==> src/rtl/sonar_scan_scheduler_if.sv <==
// Result channel of the sonar scan scheduler: one distance word per sensor per round.
// Latency: n/a (interface only).
// Backpressure: master holds every field stable while dist_valid is high and dist_ready is low.
interface sonar_scan_scheduler_if #(
  parameter int NUM_SENSORS = 3,
  parameter int DIST_W      = 9
);
  localparam int ID_W = $clog2(NUM_SENSORS);

  logic [DIST_W-1:0] dist_cm;
  logic [ID_W-1:0]   dist_id;
  logic              dist_timeout;
  logic              dist_valid;
  logic              dist_ready;

  modport master (
    output dist_cm, dist_id, dist_timeout, dist_valid,
    input  dist_ready
  );

  modport slave (
    input  dist_cm, dist_id, dist_timeout, dist_valid,
    output dist_ready
  );
endinterface

==> src/rtl/sonar_scan_scheduler.sv <==
// Round-robin HC-SR04 scan controller: triggers each sensor in turn and reports echo width in cm.
// Latency: tick_sample -> trig[0] 1 cycle; detected echo fall -> dist_valid 1 cycle.
// Backpressure: result held stable until dist_ready; scan stalls while a result is pending.
// Optional feature macro: SONAR_SCHED_GAP_EN inserts a GAP_US guard gap between sensors.
module sonar_scan_scheduler #(
  parameter int NUM_SENSORS = 3,
  parameter int TRIG_US     = 10,
  parameter int TIMEOUT_US  = 30000,
  parameter int US_PER_CM   = 58,
  parameter int DIST_W      = 9,
  parameter int GAP_US      = 2000
) (
  input  logic                   clk_125mhz,
  input  logic                   reset,
  input  logic                   tick_1us,
  input  logic                   tick_sample,
  input  logic [NUM_SENSORS-1:0] echo,
  output logic [NUM_SENSORS-1:0] trig,
  output logic                   busy,
  sonar_scan_scheduler_if.master res
);

  localparam int ID_W   = $clog2(NUM_SENSORS);
  // One shared microsecond counter times every interval, so it is sized for the longest one.
  localparam int MAX_A  = (TIMEOUT_US > TRIG_US) ? TIMEOUT_US : TRIG_US;
  localparam int MAX_US = (MAX_A > GAP_US) ? MAX_A : GAP_US;
  localparam int CNT_W  = $clog2(MAX_US + 1);
  localparam int PRE_W  = $clog2(US_PER_CM + 1);

  localparam logic [CNT_W-1:0]  TRIG_LAST = CNT_W'(TRIG_US - 1);
  localparam logic [CNT_W-1:0]  TMO_LAST  = CNT_W'(TIMEOUT_US - 1);
  localparam logic [PRE_W-1:0]  PRE_LAST  = PRE_W'(US_PER_CM - 1);
  localparam logic [DIST_W-1:0] CM_MAX    = {DIST_W{1'b1}};
  localparam logic [ID_W-1:0]   IDX_LAST  = ID_W'(NUM_SENSORS - 1);

  localparam logic [2:0] IDLE      = 3'd0;
  localparam logic [2:0] TRIG      = 3'd1;
  localparam logic [2:0] WAIT_RISE = 3'd2;
  localparam logic [2:0] MEASURE   = 3'd3;
  localparam logic [2:0] PRESENT   = 3'd4;
`ifdef SONAR_SCHED_GAP_EN
  localparam logic [2:0] GAP       = 3'd5;
  localparam logic [CNT_W-1:0] GAP_LAST = CNT_W'(GAP_US - 1);
`endif

  logic [2:0]             state;
  logic [ID_W-1:0]        idx;
  logic [CNT_W-1:0]       us_cnt;
  logic [PRE_W-1:0]       pre_cnt;
  logic [DIST_W-1:0]      cm;
  logic [DIST_W-1:0]      dist_cm_q;
  logic [ID_W-1:0]        dist_id_q;
  logic                   dist_timeout_q;
  logic [NUM_SENSORS-1:0] echo_s1, echo_s2, echo_s3;

  logic echo_lvl, echo_rise, echo_fall;

  // Two-flop synchronizer per echo line, plus one more stage for edge detection.
  always_ff @(posedge clk_125mhz or posedge reset) begin
    if (reset) begin
      echo_s1 <= '0;
      echo_s2 <= '0;
      echo_s3 <= '0;
    end else begin
      echo_s1 <= echo;
      echo_s2 <= echo_s1;
      echo_s3 <= echo_s2;
    end
  end

  // Only the selected sensor's echo is looked at.
  assign echo_lvl  = echo_s2[idx];
  assign echo_rise = echo_s2[idx] & ~echo_s3[idx];
  assign echo_fall = ~echo_s2[idx] & echo_s3[idx];

  // Scan sequencer: trigger, wait for rise, measure, present, next sensor.
  always_ff @(posedge clk_125mhz or posedge reset) begin
    if (reset) begin
      state          <= IDLE;
      idx            <= '0;
      us_cnt         <= '0;
      pre_cnt        <= '0;
      cm             <= '0;
      dist_cm_q      <= '0;
      dist_id_q      <= '0;
      dist_timeout_q <= 1'b0;
    end else begin
      case (state)
        IDLE: begin
          if (tick_sample) begin
            idx    <= '0;
            us_cnt <= '0;
            state  <= TRIG;
          end
        end
        TRIG: begin
          if (tick_1us) begin
            if (us_cnt == TRIG_LAST) begin
              us_cnt <= '0;
              state  <= WAIT_RISE;
            end else begin
              us_cnt <= us_cnt + 1'b1;
            end
          end
        end
        WAIT_RISE: begin
          if (echo_rise) begin
            // The synchronized echo is already high in this cycle, so a tick here counts.
            us_cnt  <= {{(CNT_W-1){1'b0}}, tick_1us};
            pre_cnt <= {{(PRE_W-1){1'b0}}, tick_1us & (PRE_LAST != '0)};
            cm      <= {{(DIST_W-1){1'b0}}, tick_1us & (PRE_LAST == '0)};
            state   <= MEASURE;
          end else if (tick_1us) begin
            if (us_cnt == TMO_LAST) begin
              dist_cm_q      <= CM_MAX;
              dist_timeout_q <= 1'b1;
              dist_id_q      <= idx;
              state          <= PRESENT;
            end else begin
              us_cnt <= us_cnt + 1'b1;
            end
          end
        end
        MEASURE: begin
          if (echo_fall) begin
            dist_cm_q      <= cm;
            dist_timeout_q <= 1'b0;
            dist_id_q      <= idx;
            state          <= PRESENT;
          end else if (tick_1us) begin
            if (us_cnt == TMO_LAST) begin
              dist_cm_q      <= CM_MAX;
              dist_timeout_q <= 1'b1;
              dist_id_q      <= idx;
              state          <= PRESENT;
            end else begin
              us_cnt <= us_cnt + 1'b1;
              if (echo_lvl) begin
                if (pre_cnt == PRE_LAST) begin
                  pre_cnt <= '0;
                  if (cm != CM_MAX) cm <= cm + 1'b1;
                end else begin
                  pre_cnt <= pre_cnt + 1'b1;
                end
              end
            end
          end
        end
        PRESENT: begin
          // Counters stay frozen until the consumer takes the result.
          if (res.dist_ready) begin
            if (idx == IDX_LAST) begin
              state <= IDLE;
            end else begin
              idx    <= idx + 1'b1;
              us_cnt <= '0;
`ifdef SONAR_SCHED_GAP_EN
              state  <= GAP;
`else
              state  <= TRIG;
`endif
            end
          end
        end
`ifdef SONAR_SCHED_GAP_EN
        GAP: begin
          if (tick_1us) begin
            if (us_cnt == GAP_LAST) begin
              us_cnt <= '0;
              state  <= TRIG;
            end else begin
              us_cnt <= us_cnt + 1'b1;
            end
          end
        end
`endif
        default: state <= IDLE;
      endcase
    end
  end

  // Trigger decoded straight from the state register so reset drops it immediately.
  always_comb begin
    trig = '0;
    if (state == TRIG) trig[idx] = 1'b1;
  end

  assign busy             = (state != IDLE);
  assign res.dist_valid   = (state == PRESENT);
  assign res.dist_cm      = dist_cm_q;
  assign res.dist_id      = dist_id_q;
  assign res.dist_timeout = dist_timeout_q;

endmodule

==> src/flat_wrapper.sv <==
// flat-port wrapper written by rule: the top's interface ports become plain ports
module sonar_scan_scheduler_flat 
#(
  parameter int NUM_SENSORS = 3,
  parameter int TRIG_US     = 10,
  parameter int TIMEOUT_US  = 30000,
  parameter int US_PER_CM   = 58,
  parameter int DIST_W      = 9,
  parameter int GAP_US      = 2000
)
  (clk_125mhz, reset, tick_1us, tick_sample, echo, trig, busy, res_dist_cm, res_dist_id, res_dist_timeout, res_dist_valid, res_dist_ready);
  sonar_scan_scheduler_if #(.NUM_SENSORS(NUM_SENSORS), .DIST_W(DIST_W)) res_i ();
  input  logic clk_125mhz;
  input  logic reset;
  input  logic tick_1us;
  input  logic tick_sample;
  input  logic [NUM_SENSORS-1:0] echo;
  output logic [NUM_SENSORS-1:0] trig;
  output logic busy;
  output wire logic [$bits(res_i.dist_cm)-1:0] res_dist_cm;
  output wire logic [$bits(res_i.dist_id)-1:0] res_dist_id;
  output wire logic [$bits(res_i.dist_timeout)-1:0] res_dist_timeout;
  output wire logic [$bits(res_i.dist_valid)-1:0] res_dist_valid;
  input wire logic [$bits(res_i.dist_ready)-1:0] res_dist_ready;
  assign res_dist_cm = res_i.dist_cm;
  assign res_dist_id = res_i.dist_id;
  assign res_dist_timeout = res_i.dist_timeout;
  assign res_dist_valid = res_i.dist_valid;
  assign res_i.dist_ready = res_dist_ready;
  sonar_scan_scheduler #(.NUM_SENSORS(NUM_SENSORS), .TRIG_US(TRIG_US), .TIMEOUT_US(TIMEOUT_US), .US_PER_CM(US_PER_CM), .DIST_W(DIST_W), .GAP_US(GAP_US)) u_core (.clk_125mhz(clk_125mhz), .reset(reset), .tick_1us(tick_1us), .tick_sample(tick_sample), .echo(echo), .trig(trig), .busy(busy), .res(res_i));
endmodule
==> config.mk <==
export PLATFORM = sky130hd
export DESIGN_NAME = sonar_scan_scheduler_flat
export DESIGN_NICKNAME = d
export VERILOG_FILES = /design/src/rtl/sonar_scan_scheduler_if.sv /design/src/rtl/sonar_scan_scheduler.sv /design/src/flat_wrapper.sv
export SDC_FILE = /design/constraint.sdc
export NUM_CORES = 1
export LEC_CHECK = 0
export BUFFER_PORTS_ARGS = -buffer_cell sky130_fd_sc_hd__buf_4
export CORE_ASPECT_RATIO = 1.4
export CORE_MARGIN = 3
export CORE_UTILIZATION = 55
export CTS_CLUSTER_DIAMETER = 100
export DETAILED_ROUTE_END_ITERATION = 6
export PLACE_DENSITY_LB_ADDON = 0.05
export REMOVE_ABC_BUFFERS = 1
export SETUP_SLACK_MARGIN = 0.2
export SYNTH_ARGS = -nofsm -noshare
export SYNTH_HDL_FRONTEND = slang
export SYNTH_SLANG_ARGS = --single-unit
export TNS_END_PERCENT = 10
==> constraint.sdc <==
create_clock -name clk_125mhz -period 6.2 [get_ports clk_125mhz]
set_input_delay 0.62 -clock clk_125mhz [delete_from_list [all_inputs] [get_ports clk_125mhz]]
set_output_delay 0.62 -clock clk_125mhz [all_outputs]
set_load 0.005 [all_outputs]
==> impl_metrics.py, run 1 <==
metrics = {
    "clock_tree": {
        "cts_hold_buf": 0,
        "clkSinkCount": 56,
        "clk_pin_slew_worst_paths_ns": 0.10,
        "max-clock-path-buffers": 2,
        "root_buffer": "clkbuf_8",
        "post_cts_buffers": 0,
        "cts_tree": "done",
        "cts_max_level": 2,
        "cts_made_buffers": 5,
        "cts.repair.resized": 0,
        "clk_latency_ns": 0.31,
    },
    "synthesis": {
        "synth-seq-cells": 56,
        "syn-instance-count": 319,
        "yosysTopAreaCell": "dfrtp_1",
        "synth.area.top_cells": "dfrtp_1 (47%), a21oi_1 (5.5%), ha_1 (3.8%)",
        "ys_async_sr_fraction": 1.00,
        "synthesis.area_sq_um": 3000,
        "synthFlopType": "dfrtp_1",
        "ys_warn_count": 0,
        "synth.distinct_cells": 51,
        "synth_top_area_frac": 0.467,
        "avgSynthCellArea_sq_um": 9.40,
        "synth_edf_count": 0,
        "yosysSeqAreaShare": 0.467,
    },
    "route": {
        "drc": 0,
        "firstDrtPassIters": 4,
        "ant_nets": 0,
        "wirelength_mm": 6.99,
        "drtIter0Drc": 226,
        "route.vias.total": 2573,
        "wl_per_cell_um": 17.3,
        "viasPerCell": 6.35,
    },
    "placed_design": {
        "dpl.hpwl_mm": 5.13,
        "dp.cells": 397,
        "place_ws_ns": 3.07,
        "gp_congestion": 0.918,
        "portBuffers": 24,
        "placed_area_sq_um": 3210,
    },
    "global_routing": {
        "grt_first_pass_wirelength_mm": 11.9,
        "track_usage": 0.242,
        "grt_overflow": 0,
        "antenna_found_initial": 0,
        "grt_max_degree": 57,
        "grt_pass1_vias": 2507,
    },
    "finish": {
        "final.fill_count": 471,
        "drive_gt1_frac": 0.133,
        "antenna_cells": 0,
        "utilization": 0.635,
        "nNetsFinal": 355,
        "stdcell_count": 405,
        "syn_to_final_growth_pct": 10.8,
        "fin_area_sq_um": 3320,
    },
    "die": {
        "dieArea_sq_um": 6390,
        "ios": 25,
        "num_rows": 31,
        "start_util": 0.573,
        "core_area_sq_um": 5240,
        "die_x_um": 68.4,
        "die_h_um": 93.4,
    },
    "pwr": {
        "power.density_nw_per_um2": 440,
        "cellLeakagePower_nw": 1.43,
        "p_total_mw": 1.46,
        "irDropWorstVdd_uv": 206,
    },
    "worst_setup_path": {
        "path_class": "register to register",
        "cp-end-kind": "register",
        "crit_chain": "and2b_1, nand2_1, or4_1, a21oi_1, mux2_2",
        "crit_slowest_cell": "a21oi_1",
        "cp-start-kind": "register",
        "critPathArrivalTime_ns": 3.34,
        "crit_required_ns": 6.40,
        "slowest_delay_ns": 0.80,
        "path_max_fanout": 14,
    },
    "sta": {
        "finalSetupViolCount": 0,
        "finalCriticalPeriod_ns": 3.14,
        "slew_violations": 0,
        "final_hold_viol_count": 0,
        "whs_ns": 0.357,
        "fin_tns_setup_ns": 0,
        "post-route-period-util": 0.506,
        "max_freq_mhz": 319,
        "rsz0062_at_grt": "no",
        "slew_headroom": 0.382,
        "worst_slack_ns": 3.06,
        "worstMarginPinSlew_ns": 0.926,
        "clock_skew_ns": 0.00771,
    },
    "min_path": {
        "hold_class": "register to register",
    },
    "run_status": {
        "status": "completed",
    },
    "run": {
        "drv_cap": 0,
    },
}
-- cells by family (layout without fill, tap and decap cells) --
logic type      Yosys count  count (layout)  share of synthesized area
buf+inv                  25              45                     0.0350
flops                    56              56                      0.467
mux                       7               7                     0.0254
xor+xnor                  1               1                    0.00292
compound gates          107             107                      0.232
fa+ha+maj                 9               9                     0.0375
simple gates            114             114                      0.200
-- metal layers --
layer  wire (um)  part of all wire  vias up  GRT usage
met1        2920              0.42     1253      0.318
met4         149             0.021        0     0.0962
met3         279             0.040       14     0.0337
met2        3640              0.52       74      0.393
li1            -                 -     1232          -
met5           0                 0        -          0
-- cells in the final DEF, fill, tap and decap left out, types with 7 or more instances in the layout --
master	n
dfrtp_1	56
nand2_1	25
inv_1	10
buf_4	26
nand3_1	12
a21oi_1	33
o21ai_0	21
ha_1	9
nor2_1	23
and3_1	7
o22a_1	9
nand4_1	8
-- path summary, 6_finish.rpt --
kind / start / endpoint / slack (ns) / cells past startpoint
min: u_core.echo_s1[2] / u_core.echo_s2[2] / 0.36 / 0
max reg2reg: u_core.state[2] / u_core.res.dist_id[0] / 3.06 / 5
min reg2reg: u_core.echo_s1[2] / u_core.echo_s2[2] / 0.36 / 0
max: u_core.state[2] / u_core.res.dist_id[0] / 3.06 / 5
min in group asynchronous: reset / u_core.us_cnt[0] / 0.50 / 3
max in group asynchronous: reset / u_core.us_cnt[6] / 5.26 / 3
-- final cells by class --
class                   instances  area (sq um)  share of cell area
well taps                      66          82.6              0.0248
clock inverters                 3          42.5              0.0128
multi-input cells             238          1490               0.449
flip-flops and latches         56          1400               0.422
clock buffers                   5          68.8              0.0207
repair buffers                 26           195              0.0587
inverters                      11          41.3              0.0124
-- critical path: cells and delay by family, from the launching register on --
family / cells / cell delay, ns
and+or+nand+nor: 3 / 1.29
AOI/OAI and AO/OA: 1 / 0.80
muxes: 1 / 0.41
DFF: 1 / 0.52
-- cells in the mapped netlist, types with 2 or more instances --
library cell	count
dfrtp_1	56
a21oi_1	33
nand2_1	25
nor2_1	23
o21ai_0	21
nand3_1	12
inv_1	11
clkbuf_1	10
ha_1	9
o22a_1	9
nand4_1	8
and3_1	7
a31oi_1	6
or3_1	6
mux2_2	5
o31ai_1	5
a21o_1	4
a22o_1	4
a41oi_1	4
and2_1	4
nor3_1	4
or4_1	4
a221oi_1	3
a31o_2	3
buf_2	3
nand2b_1	3
nor2b_1	3
nor4_1	3
o211ai_1	3
and4_1	2
mux2i_1	2
nand3b_1	2
nor4b_1	2
o22ai_1	2
o41ai_1	2
-- flip-flops by register name, summed over array words and instances, names as in the netlist --
register                 cells
u_core.us_cnt               15
u_core.cm                    9
u_core.res.dist_cm           9
u_core.pre_cnt               6
u_core.echo_s1               3
u_core.echo_s2               3
u_core.echo_s3               3
u_core.state                 3
u_core.idx                   2
u_core.res.dist_id           2
u_core.res.dist_timeout      1
-- power breakdown --
part           total, mW  switching, mW  leakage (nW)  internal [mW]
Sequential         0.593          0.130         0.726          0.462
Clock              0.236          0.117        0.0541          0.120
Combinational      0.633          0.366         0.651          0.266
Power figures use the tool's default switching activity.
==> run 2, diff against run 1 <==
- CORE_UTILIZATION: 55 -> 54
- clock period: 6.2 -> 2.5 ns (I/O delays scaled with it)
==> run 2 against run 1 <==
  * Sequential power rose by 130%
  * Sequential share of layout area down 3.5 points
  * Clock-buffer cell count grew 1
  * Critical endpoint is now u_core.cm[2]
==> impl_metrics.py, run 2 (same netlist as run 1, synthesis figures left out) <==
metrics = {
    "finish": {
        "nNetsFinal": 383,
        "mostFrequentLayoutCells": "dfrtp_1 (54), buf_4 (49), a21oi_1 (27), nand2_1 (25), nor2_1 (23)",
        "largest_register_ffs": 15,
        "stdcell_count": 433,
        "antenna_cells": 0,
        "final_common_cell": "dfrtp_1",
        "utilization": 0.689,
        "drive_gt1_frac": 0.248,
        "top_register": "u_core.us_cnt",
        "syn_to_final_growth_pct": 21.1,
        "fin_area_sq_um": 3630,
    },
    "run": {
        "drv_cap": 0,
    },
    "placed_design": {
        "portBuffers": 24,
        "dp.cells": 415,
        "placed_area_sq_um": 3350,
        "dpl.hpwl_mm": 5.23,
        "place_ws_ns": -0.00156,
        "gp_congestion": 0.894,
    },
    "worst_setup_path": {
        "cp-start-kind": "register",
        "r2r-end": "u_core.cm[2]",
        "path_max_fanout": 8,
        "cp-end-kind": "register",
        "cp-startpoint": "u_core.idx[1]",
        "path_class": "register to register",
        "critPathArrivalTime_ns": 2.54,
        "reg2reg_slack_ns": 0.20,
        "r2r_cells": 8,
        "crit_required_ns": 2.75,
        "crit_end": "u_core.cm[2]",
        "rr_startpoint": "u_core.idx[1]",
    },
    "pwr": {
        "p_comb_frac": 0.521,
        "power_switching_mw": 1.67,
        "cellLeakagePower_nw": 1.57,
        "seq_power_share": 0.348,
        "power_switching_share": 0.420,
        "internal_power_mw": 2.31,
        "irDropWorstVdd_uv": 811,
        "clockPowerShare": 0.131,
        "power.density_nw_per_um2": 1090,
    },
    "route": {
        "wirelength_mm": 7.46,
        "drc": 0,
        "ant_nets": 0,
        "drtIter0Drc": 305,
        "wl_per_cell_um": 17.2,
        "viasPerCell": 6.18,
        "route.vias.total": 2675,
        "firstDrtPassIters": 4,
    },
    "global_routing": {
        "grt_first_pass_wirelength_mm": 11.8,
        "track_usage": 0.239,
        "grt_overflow": 0,
        "grt_pass1_vias": 2508,
        "antenna_found_initial": 0,
        "grt_max_degree": 24,
    },
    "sta": {
        "final_hold_viol_count": 0,
        "finalSetupViolCount": 0,
        "worst_slack_ns": 0.202,
        "finalCriticalPeriod_ns": 2.30,
        "post-route-period-util": 0.919,
        "fin_tns_setup_ns": 0,
        "rsz0062_at_grt": "yes",
        "max_freq_mhz": 435,
        "slew_headroom": 0.507,
        "slew_violations": 0,
        "clock_skew_ns": 0.0101,
        "worstMarginPinSlew_ns": 0.730,
    },
    "clock_tree": {
        "max-clock-path-buffers": 2,
        "cts_tree": "done",
        "root_buffer": "clkbuf_8",
        "clk_pin_slew_worst_paths_ns": 0.10,
        "clk_latency_ns": 0.31,
        "cts_made_buffers": 5,
        "clkSinkCount": 56,
        "cts_max_level": 2,
    },
    "die": {
        "dieArea_sq_um": 6500,
        "die_h_um": 94.2,
        "start_util": 0.569,
        "num_rows": 31,
        "core_area_sq_um": 5280,
        "die_x_um": 69.0,
        "ios": 25,
    },
    "min_path": {
        "hold_class": "input port to register",
    },
    "run_status": {
        "status": "completed",
    },
}
[run 2: power by group through the flow]
stage / registers, mW / logic (mW) / clock network, mW
final: 1.38 / 2.07 / 0.523
after global routing: 1.42 / 2.27 / 0.571
after CTS: 1.38 / 1.85 / 0.540
after detailed placement: 1.40 / 1.80 / 0
after global placement: 1.39 / 1.78 / 0
after floorplan: 1.40 / 1.04 / 0
[run 2: layout make-up]
class                   instances  area (sq um)
flip-flops and latches         56          1400
multi-input cells             239          1600
fillers                       437          1640
repair buffers                 53           405
clock inverters                 2          15.0
well taps                      66          82.6
inverters                      11          41.3
clock buffers                   6          82.6
[run 2: timing repair]
item,in CTS,in global routing
hold buffers,1,0
gates resized for setup,6,20
gates cloned,0,2
setup endpoints to repair,18,31
buffers inserted,2,5
endpoints found under the hold margin,14,0
pin swaps,1,12
[run 2: worst min-delay path by stage]
| stage | from | end | depth (start not counted) |
|---|---|---|---|
| finish | echo[0] | u_core.echo_s1[0] | 1 |
| global route | echo[0] | u_core.echo_s1[0] | 1 |
| CTS | echo[0] | u_core.echo_s1[0] | 1 |
| detailed placement | reset | u_core.us_cnt[2] | 2 |
| global placement | reset | u_core.us_cnt[2] | 2 |
| floorplan | echo[0] | u_core.echo_s1[0] | 0 |
[run 2: per-stage QoR]
step           hold slack (ns)  power, mW
2_1_floorplan            0.281       2.45
3_3_place_gp             0.236       3.16
3_5_place_dp             0.240       3.20
4_1_cts                 0.0347       3.78
5_1_grt                 0.0271       4.26
6_report                0.0462       3.98
[run 2: routing by layer]
metal / GRT usage / vias to the layer above / wire length (um)
met5: 0 / - / 0
met4: 0.0748 / 0 / 62
met3: 0.0359 / 6 / 254
met2: 0.416 / 65 / 4030
met1: 0.296 / 1305 / 3110
li1: - / 1299 / -
[run 2: worst max-delay path, stage by stage, from the launching register on]
cell and delay (ns):
dfrtp_2 0.42, buf_6 0.12, or3b_4 0.37, a21o_1 0.22
a21o_4 0.25, a21o_4 0.24, buf_4 0.16, or3_1 0.32
a21oi_2 0.14
